## src/rtl/golden_nonce_tx_if.sv

```systemverilog
// golden_nonce_tx_if: golden-nonce strobe input and UART/status outputs of the result-return path.
interface golden_nonce_tx_if;
  logic        golden_nonce_valid;
  logic [31:0] golden_nonce;
  logic        tx_serial;
  logic        tx_busy;
  logic        fifo_empty;
  logic        fifo_full;
  logic [7:0]  dropped_count;
  modport master (
    output golden_nonce_valid, golden_nonce,
    input  tx_serial, tx_busy, fifo_empty, fifo_full, dropped_count
  );
  modport slave (
    input  golden_nonce_valid, golden_nonce,
    output tx_serial, tx_busy, fifo_empty, fifo_full, dropped_count
  );
endinterface

```

## src/rtl/golden_nonce_tx.sv

```systemverilog
// golden_nonce_tx: buffers golden-nonce hits in a FIFO and sends each word big-endian over UART 8N1.
module golden_nonce_tx #(
  parameter int BAUD_DIV        = 434,
  parameter int FIFO_DEPTH_LOG2 = 2
) (
  input logic             clk,
  input logic             reset,
  golden_nonce_tx_if.slave bus
);
  localparam int DEPTH = 1 << FIFO_DEPTH_LOG2;
  localparam int CW    = $clog2(BAUD_DIV) + 1;
  localparam int NW    = FIFO_DEPTH_LOG2 + 1;
  localparam logic [CW-1:0] RELOAD = CW'(BAUD_DIV - 1);
  typedef enum logic [1:0] {IDLE, START, DATA, STOP} state_t;
  state_t                     r_state, w_next;
  logic [31:0]                r_mem [DEPTH];
  logic [FIFO_DEPTH_LOG2-1:0] r_wr, r_rd;
  logic [NW-1:0]              r_count, w_count;
  logic                       r_empty, r_full;
  logic [7:0]                 r_dropped;
  logic [31:0]                r_shift;
  logic [1:0]                 r_byte;
  logic [2:0]                 r_bit;
  logic [CW-1:0]              r_baud;
  logic                       w_push, w_pop, w_tick, w_tx, w_busy;
  // Acceptance looks only at the pre-edge fill level, so a same-edge pop never frees a slot.
  assign w_push  = bus.golden_nonce_valid && !r_full;
  assign w_pop   = r_state == IDLE && !r_empty;
  assign w_tick  = r_baud == '0;
  assign w_count = r_count + NW'(w_push) - NW'(w_pop);
  always_ff @(posedge clk) begin
    if (reset) begin
      r_wr      <= '0;
      r_rd      <= '0;
      r_count   <= '0;
      r_empty   <= 1'b1;
      r_full    <= 1'b0;
      r_dropped <= '0;
    end else begin
      r_wr    <= r_wr + FIFO_DEPTH_LOG2'(w_push);
      r_rd    <= r_rd + FIFO_DEPTH_LOG2'(w_pop);
      r_count <= w_count;
      r_empty <= w_count == '0;
      r_full  <= w_count == NW'(DEPTH);
      if (bus.golden_nonce_valid && r_full && r_dropped != 8'hff) r_dropped <= r_dropped + 8'd1;
    end
  end
  always_ff @(posedge clk) begin
    if (w_push && !reset) r_mem[r_wr] <= bus.golden_nonce;
  end
  always_ff @(posedge clk) begin
    if (reset) r_state <= IDLE;
    else r_state <= w_next;
  end
  always_comb begin
    w_next = r_state;
    case (r_state)
      IDLE:    w_next = w_pop ? START : IDLE;
      START:   w_next = w_tick ? DATA : START;
      DATA:    w_next = (w_tick && r_bit == 3'd7) ? STOP : DATA;
      default: w_next = w_tick ? (r_byte != 2'd0 ? START : IDLE) : STOP;
    endcase
  end
  always_ff @(posedge clk) begin
    if (reset) begin
      r_shift <= '0;
      r_byte  <= '0;
      r_bit   <= '0;
      r_baud  <= '0;
    end else if (w_pop) begin
      r_shift <= r_mem[r_rd];
      r_byte  <= 2'd3;
      r_bit   <= '0;
      r_baud  <= RELOAD;
    end else if (r_state != IDLE) begin
      r_baud <= w_tick ? RELOAD : r_baud - CW'(1);
      if (w_tick && r_state == START) r_bit <= '0;
      if (w_tick && r_state == DATA) r_bit <= r_bit + 3'd1;
      if (w_tick && r_state == STOP && r_byte != 2'd0) r_byte <= r_byte - 2'd1;
    end
  end
  // {byte, bit} indexes the held word directly; byte 3 (MSB) goes out first.
  always_comb begin
    w_tx   = r_state == START ? 1'b0 : r_state == DATA ? r_shift[{r_byte, r_bit}] : 1'b1;
    w_busy = r_state != IDLE;
  end
  assign bus.tx_serial     = w_tx;
  assign bus.tx_busy       = w_busy;
  assign bus.fifo_empty    = r_empty;
  assign bus.fifo_full     = r_full;
  assign bus.dropped_count = r_dropped;
endmodule

```

## src/flat_wrapper.sv

```systemverilog
// flat-port wrapper written by rule: the top's interface ports become plain ports
module golden_nonce_tx_flat 
#(
  parameter int BAUD_DIV        = 434,
  parameter int FIFO_DEPTH_LOG2 = 2
)
  (clk, reset, bus_golden_nonce_valid, bus_golden_nonce, bus_tx_serial, bus_tx_busy, bus_fifo_empty, bus_fifo_full, bus_dropped_count);
  golden_nonce_tx_if bus_i ();
  input logic clk;
  input logic reset;
  input wire logic [$bits(bus_i.golden_nonce_valid)-1:0] bus_golden_nonce_valid;
  input wire logic [$bits(bus_i.golden_nonce)-1:0] bus_golden_nonce;
  output wire logic [$bits(bus_i.tx_serial)-1:0] bus_tx_serial;
  output wire logic [$bits(bus_i.tx_busy)-1:0] bus_tx_busy;
  output wire logic [$bits(bus_i.fifo_empty)-1:0] bus_fifo_empty;
  output wire logic [$bits(bus_i.fifo_full)-1:0] bus_fifo_full;
  output wire logic [$bits(bus_i.dropped_count)-1:0] bus_dropped_count;
  assign bus_i.golden_nonce_valid = bus_golden_nonce_valid;
  assign bus_i.golden_nonce = bus_golden_nonce;
  assign bus_tx_serial = bus_i.tx_serial;
  assign bus_tx_busy = bus_i.tx_busy;
  assign bus_fifo_empty = bus_i.fifo_empty;
  assign bus_fifo_full = bus_i.fifo_full;
  assign bus_dropped_count = bus_i.dropped_count;
  golden_nonce_tx #(.BAUD_DIV(BAUD_DIV), .FIFO_DEPTH_LOG2(FIFO_DEPTH_LOG2)) u_core (.clk(clk), .reset(reset), .bus(bus_i));
endmodule
```

## config.mk

```make
export PLATFORM = sky130hd
export DESIGN_NAME = golden_nonce_tx_flat
export DESIGN_NICKNAME = d
export VERILOG_FILES = /design/src/rtl/golden_nonce_tx_if.sv /design/src/rtl/golden_nonce_tx.sv /design/src/flat_wrapper.sv
export SDC_FILE = /design/constraint.sdc
export NUM_CORES = 1
export LEC_CHECK = 0
export ABC_CLOCK_PERIOD_IN_PS = 14100
export BUFFER_PORTS_ARGS = -buffer_cell sky130_fd_sc_hd__buf_2
export CAP_MARGIN = 20
export CORE_MARGIN = 1
export CORE_UTILIZATION = 65
export CTS_CLUSTER_SIZE = 25
export DETAILED_ROUTE_END_ITERATION = 8
export PLACE_DENSITY = 0.84
export SKIP_CTS_REPAIR_TIMING = 1
export SLEW_MARGIN = 20
export SYNTH_ARGS = -nofsm -noshare
export SYNTH_HDL_FRONTEND = slang
export SYNTH_SLANG_ARGS = --single-unit
```

## constraint.sdc

```tcl
create_clock -name clk -period 14.1 [get_ports clk]
set_input_delay 2.82 -clock clk [delete_from_list [all_inputs] [get_ports clk]]
set_output_delay 2.82 -clock clk [all_outputs]
set_load 0.02 [all_outputs]
```

==> impl_metrics.env <==
export IMPL_outcome="complete, no violations"
export IMPL_cts_root_buf="clkbuf_16"
export IMPL_yosys_top_cells_count="edfxtp_1 (128), nand2_1 (83), dfxtp_1 (66), a21oi_1 (43), mux4_2 (36)"
export IMPL_n_antenna_cell=0
export IMPL_place_gp_congestion=0.8200
export IMPL_critPathLaunchType="flop"
export IMPL_required_ns=11.28
export IMPL_synth_edf_count=128
export IMPL_clock_path_buffers=2
export IMPL_cp_end_kind="primary output"
export IMPL_tns_ns=0
export IMPL_cts_buffers=17
export IMPL_p_leak_nw=2.965
export IMPL_cts_tree="yes"
export IMPL_placementRows=39
export IMPL_synth_top_area_share_pct=50.00
export IMPL_worstSetupPathType="flop to primary output"
export IMPL_design_core_area_um2=11470
export IMPL_finalHoldViolCount=0
export IMPL_synth_yosys_seq_area_share_pct=67.19
export IMPL_track_usage_pct=24.06
export IMPL_io_buffer_count=46
export IMPL_layout_nets=622
export IMPL_ant_nets=0
export IMPL_wl_um=13520
export IMPL_setup_ws_ns=8.671
export IMPL_setup_violations=0
export IMPL_cp_arrival_ns=2.61
export IMPL_critPathMaxFanout=16
export IMPL_crit_chain="mux2i_1 > nand3_1 > o311ai_0 > o311ai_1 > nor4b_1 > buf_2"
export IMPL_drtIter0Drc=400
export IMPL_cp_slowest_cell="dfxtp_1"
export IMPL_fmax_mhz=184.2
export IMPL_critical_path_top_delay_family="flip-flops"
export IMPL_grt_start_max_net_pins=64
export IMPL_period_needed_ns=5.429
export IMPL_hold_path_class="flop to flop"
export IMPL_peakVddDrop_v=0.0001645
export IMPL_dp_slack_ns=9.187
export IMPL_htreeDepth=4
export IMPL_avgViaCountPerCell=6.101
export IMPL_yosysMostFrequentCell="edfxtp_1"
export IMPL_dr_pass1_iters=4
export IMPL_critPathBufInv=1
export IMPL_synth_distinct_cells=50
export IMPL_skew_ns=0.006234
export IMPL_hpwl_um=8253
export IMPL_ys_seq_elements=194
export IMPL_ys_flop_type="edfxtp_1"
export IMPL_insertion_delay_ns=0.43
export IMPL_die_x_um=110.8
export IMPL_clkTransAtPathRegs_ns=0.07
export IMPL_layout_drive_gt1_share_pct=22.41
export IMPL_dieHeight_um=110.8
export IMPL_max_slew_margin_pct=52.31
export IMPL_syn_area_um2=7687
export IMPL_antenna_found_initial=0
export IMPL_grt_overflow_total=0
export IMPL_cts_sinks=194
export IMPL_placed_cells=702
export IMPL_syn_inst=532
export IMPL_wire_per_inst_um=18.47
export IMPL_final_cells=732
export IMPL_die_area_um2=12270
export IMPL_finish_utilization_pct=75.05
export IMPL_grt_pass1_vias=4467
export IMPL_grt_pass1_wl_um=22550
export IMPL_synthTopCellsByArea="edfxtp_1 (50%), dfxtp_1 (17%), mux4_2 (11%)"
export IMPL_postSynth_asyncResetShare_pct=0
export IMPL_ys_warn_count=0
export IMPL_syn_nets=576
export IMPL_finalCritPeriodShare_pct=38.51
export IMPL_maxCapViolations=0
export IMPL_io_pins=47
export IMPL_powerDensity_nw_per_um2=185.1
export IMPL_area_growth_pct=11.95
export IMPL_drv_slew=0
export IMPL_synth_top_cell_by_area="edfxtp_1"
export IMPL_drc_errors=0
export IMPL_via_count=4466
export IMPL_initial_core_util_pct=67.04
export IMPL_synth_avg_cell_area_um2=14.45
export IMPL_tightest_slew_ns=0.7120
export IMPL_worst_path_largest_cell_delay_ns=0.71
export IMPL_rsz0062_at_grt="false"
-- logic make-up (layout without fill, tap and decap cells) --
group                      after synthesis  count (layout)  synth area share [%]
DFF                                    194             194                 67.19
and+or+nand+nor                        160             160                 9.880
AOI/OAI and AO/OA                       68              68                 5.208
muxes                                   46              46                 11.96
buffers and inverters                   38              95                 2.262
xor gates and xnor gates                17              17                 1.937
adders and majority gates                9               9                 1.563
-- final cells by class --
class	instances	area, µm²
clock buffers	18	429.2
clock inverters	12	132.6
multi-input cells	300	2364
flip-flops and latches	194	5166
well taps	143	178.9
fillers	648	2861
inverters	10	37.54
repair buffers	55	297.8
-- through the flow --
stage	instance area [µm²]	power (mW)	hold WS [ns]
floorplan	7687	1.045	0.4318
global placement	8044	1.120	0.4443
detailed placement	8044	1.140	0.4482
CTS	8606	1.602	0.4616
global route	8606	1.677	0.4760
finish	8606	1.593	0.4641
-- per-layer routing --
layer,share of wire (%),GRT usage [%]
met1,41,30.79
met5,0,0
met4,1.9,10.40
met3,4.1,4.921
met2,53,40.21
-- final timing paths --
path                      startpoint              endpoint  slack (ns)  depth (start not counted)
hold reg to reg   u_core.r_shift[17]    u_core.r_shift[17]        0.46                          2
hold / removal    u_core.r_shift[17]    u_core.r_shift[17]        0.46                          2
setup reg to reg   u_core.r_state[1]  u_core.bus.fifo_full       11.59                          9
setup / recovery     u_core.r_bit[2]         bus_tx_serial        8.67                          6
-- layout by cell type, fill, tap and decap left out, types with 3 or more instances in the layout --
cell       synthesis  layout
a2111oi_0          3       3
a21oi_1           43      43
a22oi_1            3       3
and3_1             3       3
buf_2             10      46
buf_4              1       9
clkbuf_16          0      17
clkinv_1           0       3
dfxtp_1           66      65
edfxtp_1         128     128
ha_1               8       8
inv_1             10      10
inv_6              0       3
mux2_2             3       3
mux2i_1            6       6
mux4_2            36      36
nand2_1           83      83
nand3_1            9       9
nand4_1            6       6
nor2_1            29      28
nor2b_1            5       5
nor3_1             4       4
o21ai_0            7       7
or3_1              4       4
xnor2_1            7       7
xor2_1            10      10
-- worst reg2reg max path, delay by kind of cell, from the launching register on --
family / cells / cell delay, ns
and+or+nand+nor: 3 / 0.70
adders and majority gates: 2 / 0.55
DFF: 1 / 0.46
xor gates and xnor gates: 2 / 0.39
buffers and inverters: 2 / 0.31
-- power breakdown --
group	switching, mW	internal [mW]
registers	0.0639	0.680
logic	0.224	0.167
clock network	0.198	0.260
-- registers in the layout, indices dropped and copies added (netlist names), 2 cells and up --
register and count:
u_core.r_mem 128, u_core.r_shift 32, u_core.r_baud 10, u_core.bus.dropped_count 8, u_core.r_bit 3, u_core.r_count 3
u_core.r_byte 2, u_core.r_rd 2, u_core.r_state 2, u_core.r_wr 2
(Power assumes the default switching activity.)
